$ cat src/rtl/dna_access_arbiter_if.sv
// Response channel between the DNA arbiter and its requesters.
interface dna_access_arbiter_if #(
  parameter int unsigned NUM_REQ = 4,
  parameter int unsigned ID_W    = 2
);
  logic [NUM_REQ-1:0] req;
  logic [NUM_REQ-1:0] gnt;
  logic               rsp_valid;
  logic               rsp_ready;
  logic [ID_W-1:0]    rsp_id;
  logic [95:0]        rsp_data;
  logic               rsp_err;

  // Arbiter side: sources responses and grants.
  modport master (
    input  req,
    input  rsp_ready,
    output gnt,
    output rsp_valid,
    output rsp_id,
    output rsp_data,
    output rsp_err
  );

  // Requester side.
  modport slave (
    output req,
    output rsp_ready,
    input  gnt,
    input  rsp_valid,
    input  rsp_id,
    input  rsp_data,
    input  rsp_err
  );
endinterface

$ cat src/rtl/dna_access_arbiter.sv
// Sequences the device-DNA reader and shares the cached value among
// NUM_REQ requesters over one round-robin valid/ready response channel.
module dna_access_arbiter #(
  parameter int unsigned NUM_REQ        = 4,
  parameter int unsigned DNA_BITS       = 57,
  parameter int unsigned RST_CYCLES     = 4,
  parameter int unsigned TIMEOUT_CYCLES = 256
) (
  input  logic                 ap_clk,
  input  logic                 ap_rst_n,
  output logic                 dna_areset,
  input  logic                 dna_read_done,
  input  logic [95:0]          dna_value,
  input  logic                 refresh,
  dna_access_arbiter_if.master rsp,
  output logic                 dna_valid,
  output logic                 dna_err,
  output logic                 busy
);

  localparam int unsigned ID_W    = (NUM_REQ > 1) ? $clog2(NUM_REQ) : 1;
  localparam int unsigned CNT_MAX = (TIMEOUT_CYCLES > RST_CYCLES) ? TIMEOUT_CYCLES : RST_CYCLES;
  localparam int unsigned CNT_W   = $clog2(CNT_MAX);
  localparam int unsigned IDX_W   = ID_W + 1;
  localparam logic [95:0] DNA_MASK = (96'(1) << DNA_BITS) - 96'(1);

  // Elaboration-time parameter sanity.
  if (NUM_REQ < 2 || NUM_REQ > 16) begin : g_bad_num_req
    $error("dna_access_arbiter: NUM_REQ must be 2..16");
  end
  if (RST_CYCLES < 2) begin : g_bad_rst_cycles
    $error("dna_access_arbiter: RST_CYCLES must be >= 2");
  end
  if (DNA_BITS < 1 || DNA_BITS > 96) begin : g_bad_dna_bits
    $error("dna_access_arbiter: DNA_BITS must be 1..96");
  end
  if (TIMEOUT_CYCLES < 2) begin : g_bad_timeout
    $error("dna_access_arbiter: TIMEOUT_CYCLES must be >= 2");
  end

  typedef enum logic [1:0] {
    ST_RST   = 2'd0,
    ST_WAIT  = 2'd1,
    ST_SERVE = 2'd2
  } state_t;

  state_t            state_q, state_d;
  logic [CNT_W-1:0]  cnt_q, cnt_d;
  logic [95:0]       cache_q, cache_d;
  logic [ID_W-1:0]   rr_ptr_q, rr_ptr_d;
  logic              pend_q, pend_d;
  logic              rsp_valid_q, rsp_valid_d;
  logic [ID_W-1:0]   rsp_id_q, rsp_id_d;
  logic [95:0]       rsp_data_q, rsp_data_d;
  logic              rsp_err_q, rsp_err_d;
  logic              dna_valid_d, dna_err_d, dna_areset_d, busy_d;

  logic              handshake_c;
  logic              sel_found_c;
  logic [ID_W-1:0]   sel_id_c;
  logic [IDX_W-1:0]  sel_idx_c;
  logic [NUM_REQ-1:0] gnt_c;

  assign handshake_c = rsp_valid_q & rsp.rsp_ready;

  // Round-robin pick: first set request at rr_ptr, rr_ptr+1, ... modulo NUM_REQ.
  always_comb begin
    sel_found_c = 1'b0;
    sel_id_c    = '0;
    sel_idx_c   = '0;
    for (int unsigned k = 0; k < NUM_REQ; k++) begin
      sel_idx_c = IDX_W'(rr_ptr_q) + IDX_W'(k);
      if (sel_idx_c >= IDX_W'(NUM_REQ)) begin
        sel_idx_c = sel_idx_c - IDX_W'(NUM_REQ);
      end
      if (!sel_found_c && rsp.req[sel_idx_c[ID_W-1:0]]) begin
        sel_found_c = 1'b1;
        sel_id_c    = sel_idx_c[ID_W-1:0];
      end
    end
  end

  // Next-state and next-output logic for the read sequencer and response channel.
  always_comb begin
    state_d     = state_q;
    cnt_d       = cnt_q;
    cache_d     = cache_q;
    rr_ptr_d    = rr_ptr_q;
    pend_d      = pend_q;
    rsp_valid_d = rsp_valid_q;
    rsp_id_d    = rsp_id_q;
    rsp_data_d  = rsp_data_q;
    rsp_err_d   = rsp_err_q;
    dna_valid_d = dna_valid;
    dna_err_d   = dna_err;

    case (state_q)
      ST_RST: begin
        if (cnt_q == CNT_W'(RST_CYCLES - 1)) begin
          state_d = ST_WAIT;
          cnt_d   = '0;
        end else begin
          cnt_d = cnt_q + CNT_W'(1);
        end
      end

      ST_WAIT: begin
        if (dna_read_done) begin
          cache_d     = dna_value & DNA_MASK;
          dna_valid_d = 1'b1;
          dna_err_d   = 1'b0;
          state_d     = ST_SERVE;
          cnt_d       = '0;
        end else if (cnt_q == CNT_W'(TIMEOUT_CYCLES - 1)) begin
          dna_valid_d = 1'b0;
          dna_err_d   = 1'b1;
          state_d     = ST_SERVE;
          cnt_d       = '0;
        end else begin
          cnt_d = cnt_q + CNT_W'(1);
        end
      end

      ST_SERVE: begin
        if (rsp_valid_q) begin
          // A refresh arriving while a response is outstanding waits for the handshake.
          if (refresh) begin
            pend_d = 1'b1;
          end
          if (handshake_c) begin
            rsp_valid_d = 1'b0;
            rr_ptr_d    = (rsp_id_q == ID_W'(NUM_REQ - 1)) ? '0 : rsp_id_q + ID_W'(1);
          end
        end else if (refresh || pend_q) begin
          state_d     = ST_RST;
          cnt_d       = '0;
          pend_d      = 1'b0;
          dna_valid_d = 1'b0;
        end else if (sel_found_c) begin
          rsp_valid_d = 1'b1;
          rsp_id_d    = sel_id_c;
          rsp_data_d  = dna_err ? '0 : cache_q;
          rsp_err_d   = dna_err;
        end
      end

      default: begin
        state_d = ST_RST;
        cnt_d   = '0;
      end
    endcase

    dna_areset_d = (state_d == ST_RST);
    busy_d       = (state_d != ST_SERVE);
  end

  // State and output registers; async reset restarts the read from RST.
  always_ff @(posedge ap_clk or negedge ap_rst_n) begin
    if (!ap_rst_n) begin
      state_q     <= ST_RST;
      cnt_q       <= '0;
      cache_q     <= '0;
      rr_ptr_q    <= '0;
      pend_q      <= 1'b0;
      rsp_valid_q <= 1'b0;
      rsp_id_q    <= '0;
      rsp_data_q  <= '0;
      rsp_err_q   <= 1'b0;
      dna_valid   <= 1'b0;
      dna_err     <= 1'b0;
      dna_areset  <= 1'b1;
      busy        <= 1'b1;
    end else begin
      state_q     <= state_d;
      cnt_q       <= cnt_d;
      cache_q     <= cache_d;
      rr_ptr_q    <= rr_ptr_d;
      pend_q      <= pend_d;
      rsp_valid_q <= rsp_valid_d;
      rsp_id_q    <= rsp_id_d;
      rsp_data_q  <= rsp_data_d;
      rsp_err_q   <= rsp_err_d;
      dna_valid   <= dna_valid_d;
      dna_err     <= dna_err_d;
      dna_areset  <= dna_areset_d;
      busy        <= busy_d;
    end
  end

  // One-hot grant marks the accepting requester during the handshake cycle.
  always_comb begin
    gnt_c = '0;
    if (handshake_c) begin
      gnt_c[rsp_id_q] = 1'b1;
    end
  end

  assign rsp.gnt       = gnt_c;
  assign rsp.rsp_valid = rsp_valid_q;
  assign rsp.rsp_id    = rsp_id_q;
  assign rsp.rsp_data  = rsp_data_q;
  assign rsp.rsp_err   = rsp_err_q;

endmodule
$ cat src/flat_wrapper.sv
// flat-port wrapper written by rule: the top's interface ports become plain ports
module dna_access_arbiter_flat 
#(
  parameter int unsigned NUM_REQ        = 4,
  parameter int unsigned DNA_BITS       = 57,
  parameter int unsigned RST_CYCLES     = 4,
  parameter int unsigned TIMEOUT_CYCLES = 256
)
  (ap_clk, ap_rst_n, dna_areset, dna_read_done, dna_value, refresh, dna_valid, dna_err, busy, rsp_req, rsp_rsp_ready, rsp_gnt, rsp_rsp_valid, rsp_rsp_id, rsp_rsp_data, rsp_rsp_err);
  dna_access_arbiter_if #(.NUM_REQ(NUM_REQ)) rsp_i ();
  input  logic ap_clk;
  input  logic ap_rst_n;
  output logic dna_areset;
  input  logic dna_read_done;
  input  logic [95:0] dna_value;
  input  logic refresh;
  output logic dna_valid;
  output logic dna_err;
  output logic busy;
  input wire logic [$bits(rsp_i.req)-1:0] rsp_req;
  input wire logic [$bits(rsp_i.rsp_ready)-1:0] rsp_rsp_ready;
  output wire logic [$bits(rsp_i.gnt)-1:0] rsp_gnt;
  output wire logic [$bits(rsp_i.rsp_valid)-1:0] rsp_rsp_valid;
  output wire logic [$bits(rsp_i.rsp_id)-1:0] rsp_rsp_id;
  output wire logic [$bits(rsp_i.rsp_data)-1:0] rsp_rsp_data;
  output wire logic [$bits(rsp_i.rsp_err)-1:0] rsp_rsp_err;
  assign rsp_i.req = rsp_req;
  assign rsp_i.rsp_ready = rsp_rsp_ready;
  assign rsp_gnt = rsp_i.gnt;
  assign rsp_rsp_valid = rsp_i.rsp_valid;
  assign rsp_rsp_id = rsp_i.rsp_id;
  assign rsp_rsp_data = rsp_i.rsp_data;
  assign rsp_rsp_err = rsp_i.rsp_err;
  dna_access_arbiter #(.NUM_REQ(NUM_REQ), .DNA_BITS(DNA_BITS), .RST_CYCLES(RST_CYCLES), .TIMEOUT_CYCLES(TIMEOUT_CYCLES)) u_core (.ap_clk(ap_clk), .ap_rst_n(ap_rst_n), .dna_areset(dna_areset), .dna_read_done(dna_read_done), .dna_value(dna_value), .refresh(refresh), .rsp(rsp_i), .dna_valid(dna_valid), .dna_err(dna_err), .busy(busy));
endmodule
$ cat config.mk
export PLATFORM = sky130hd
export DESIGN_NAME = dna_access_arbiter_flat
export DESIGN_NICKNAME = d
export VERILOG_FILES = /design/src/rtl/dna_access_arbiter_if.sv /design/src/rtl/dna_access_arbiter.sv /design/src/flat_wrapper.sv
export SDC_FILE = /design/constraint.sdc
export NUM_CORES = 1
export LEC_CHECK = 0
export CAP_MARGIN = 10
export CORE_MARGIN = 1
export CORE_UTILIZATION = 40
export CTS_CLUSTER_DIAMETER = 80
export DETAILED_ROUTE_END_ITERATION = 6
export PLACE_DENSITY = 0.72
export SLEW_MARGIN = 15
export SYNTH_ARGS = -nofsm -noshare
export SYNTH_HDL_FRONTEND = slang
export SYNTH_SLANG_ARGS = --single-unit
$ cat constraint.sdc
create_clock -name ap_clk -period 2.2 [get_ports ap_clk]
set_input_delay 0.44 -clock ap_clk [delete_from_list [all_inputs] [get_ports ap_clk]]
set_output_delay 0.44 -clock ap_clk [all_outputs]
set_load 0.1 [all_outputs]
==> run_results.csv <==
group,metric,value,unit
sta,hold_viol_final,0,
worst_setup_path,cp-end-kind,"output pin",
finish,drive_gt1_share,26.7,%
worst_setup_path,cp.required,1760,ps
route,wirelength,12400,um
flow_run,maxCapViolCount,0,
cts,clock_sinks,135,
finish,fin_cells,877,
worst_setup_path,path_max_fanout,6,
cts,cts_buffer_depth,2,
synthesis,synth_top_area_cell,"dfrtp_1",
placement,port_buffers,134,
finish,final_core_util,54.6,%
cts,cts_tree,"done",
route,drtIter0Drc,260,
sta,fin_crit,1960,ps
sta,maxSlewViolCount,0,
floorplanning,die_height,125,um
synthesis,synth_cell_type_count,44,
finish,fin_nets,794,
sta,max_freq,0.509,GHz
cts,worstSkewPairLatency,410,ps
grt,grt_overflow_total,0,
worst_setup_path,worst_ep_arrival_time,1520,ps
worst_setup_path,start_kind,"flop",
floorplanning,io_pins,213,
cts,h-tree-depth,4,
worst_hold_path,hold_start,"u_core.rsp.rsp_data[12]",
cts,clk_root_buffer_cell,"clkbuf_16",
cts,post_cts_buffers,0,
cts,clk_pin_slew,60,ps
grt,grt_pass1_wl,20800,um
worst_setup_path,startpoint,"u_core.rsp.rsp_id[0]",
synthesis,avgSynthCellArea,11.2,um2
sta,rsz0062_at_grt,"no",
floorplanning,rows,44,
synthesis,synth_top_area_share,55.0,%
sta,slew_headroom,60.4,%
route,viasPerCell,4.82,
grt,grt_max_degree,58,
synthesis,synth_area_leaders,"dfrtp_1 55%, mux2_2 11%, nand2b_1 6.4%",
route,drtPass1Iterations,7,
worst_setup_path,cp_num_buf_inv,2,
route,wl_per_cell,14.2,um
floorplanning,dieArea,0.0156,mm2
sta,setup_ws,237,ps
route,drcViolationCount,32,
outcome,violations,"design-rule violations",
worst_setup_path,crit_family,"flip-flops",
finish,fillerInstances,1215,
worst_setup_path,r2r-start,"u_core.cnt_q[0]",
grt,grtUsageTotal,16.9,%
outcome,outcome,"finished, violations left",
synthesis,synth-seq-cells,135,
floorplanning,die_w,125,um
finish,area_growth,32.1,%
grt,antenna_found_initial,0,
synthesis,synthCells,539,
finish,diodes,0,
floorplanning,core_area,0.0146,mm2
worst_setup_path,path_class,"flop to output pin",
sta,fin_crit_sh,89.2,%
sta,fin_tns_setup,0,ps
floorplanning,start_util,41.3,%
worst_setup_path,critPathMaxStageDelay,450,ps
worst_hold_path,hp-class,"flop to flop",
route,vias,4228,
placement,place_ws,-14.1,ps
sta,skew,4.28,ps
sta,setup_viol,0,
worst_setup_path,path_cells,"inv_1, ha_1, and3_2, buf_12",
placement,place_inst,844,
synthesis,synth_area,0.00605,mm2
placement,hpwl,8590,um
synthesis,yosysSeqAreaShare,55.8,%
cts,cts_buffers,17,
worst_setup_path,critPathSlowestCell,"dfrtp_1",
sta,worst_slew_pin_slew,589,ps
route,ant_nets,0,
grt,grt_pass1_vias,4164,
placement,gp_congestion,0.810,
synthesis,ys.warnings.count,0,
-- through the flow --
stage                     instance area [um2]  hold slack (ps)
after floorplan                          6200              144
after global placement                   7380              423
after detailed placement                 7380              424
after CTS                                8000              484
after global routing                     8000              511
final                                    8000              477
-- cells by family after synthesis --
family,count (synthesis),share of synthesized area (%)
and+or+nand+nor,166,14.1
AOI/OAI and AO/OA,93,8.70
adders and majority gates,9,1.86
muxes,60,11.2
other,1,0.0619
DFF,135,55.8
buffers and inverters,75,8.19
-- metal layers --
metal  global-route usage (%)  vias up  wire [um]
met3                     5.05       21        750
li1                         -     2030          -
met2                     27.8      142       6050
met5                        0        -          0
met4                     8.25        0        293
met1                     20.3     2035       5350
-- sequential cells by signal (all words and copies together), names as in the netlist --
signal and count:
u_core.busy 1, u_core.rr_ptr_q 2, u_core.cache_q 57, u_core.rsp.rsp_data 57
u_core.dna_valid 1, u_core.rsp.rsp_id 2, u_core.rsp.rsp_valid 1, u_core.rsp.rsp_err 1
u_core.cnt_q 8, u_core.dna_err 1, u_core.state_q 2, u_core.dna_areset 1
u_core.pend_q 1
-- area by class of cell --
| cell class | count | area, um2 | share of cell area [%] |
|---|---|---|---|
| sequential | 135 | 3380 | 42.3 |
| multi-input combinational | 367 | 2330 | 29.2 |
| timing repair buffer | 149 | 1410 | 17.6 |
| clock buffer | 18 | 429 | 5.37 |
| tap | 184 | 230 | 2.88 |
| clock inverter | 14 | 176 | 2.21 |
| inverter | 10 | 37.5 | 0.469 |
-- cells in the final DEF, fill, tap and decap left out, types with 5 or more instances in the layout --
cell type,Yosys,layout
ha_1,9,9
nand2_1,70,69
clkinv_4,0,5
buf_12,0,10
o21ai_0,64,64
and3_1,12,8
nand2b_1,62,62
inv_1,10,10
mux2_2,58,58
clkdlybuf4s50_1,0,64
buf_4,41,73
clkbuf_16,0,17
conb_1,1,39
dfrtp_1,133,133
a21oi_1,8,8
-- cells in the mapped netlist (all sizes together) --
master / number
a211oi: 1
a21boi: 1
a21o: 1
a21oi: 8
a22oi: 1
a31o: 1
a31oi: 1
and3: 12
and4: 1
buf: 51
clkbuf: 14
conb: 1
dfrtp: 133
dfstp: 2
ha: 9
inv: 10
mux2: 59
mux2i: 1
nand2: 70
nand2b: 62
nand3: 5
nand3b: 1
nor2: 4
nor2b: 3
nor3: 3
nor3b: 2
nor4: 1
o211ai: 4
o21a: 1
o21ai: 66
o221ai: 2
o2bb2ai: 1
o311a: 1
o311ai: 2
o31ai: 2
or2: 1
or4: 1
-- worst paths after layout --
path | cells past startpoint | slack, ps | endpoint
setup / recovery | 4 | 240 | rsp_gnt[0]
hold / removal | 2 | 480 | u_core.rsp.rsp_data[12]
setup reg to reg | 5 | 280 | u_core.cnt_q[2]
hold reg to reg | 2 | 480 | u_core.rsp.rsp_data[12]
max in group asynchronous | 3 | 1070 | u_core.cache_q[22]
min in group asynchronous | 2 | 540 | u_core.rsp.rsp_err
-- worst register-to-register path, stage by stage (launching register included) --
cell	delay, ps
dfrtp_1	410
ha_1	260
and3_1	250
a211oi_2	470
o21ai_1	220
o221ai_1	220
-- repair_timing --
action,CTS,global route
gates resized for setup,0,0
hold buffers,1,0
endpoints found under the setup margin,0,0
hold endpoints to repair,45,0
Power is not shown: default switching activity piles up to over one toggle a cycle in this logic, so the estimate is an artifact.
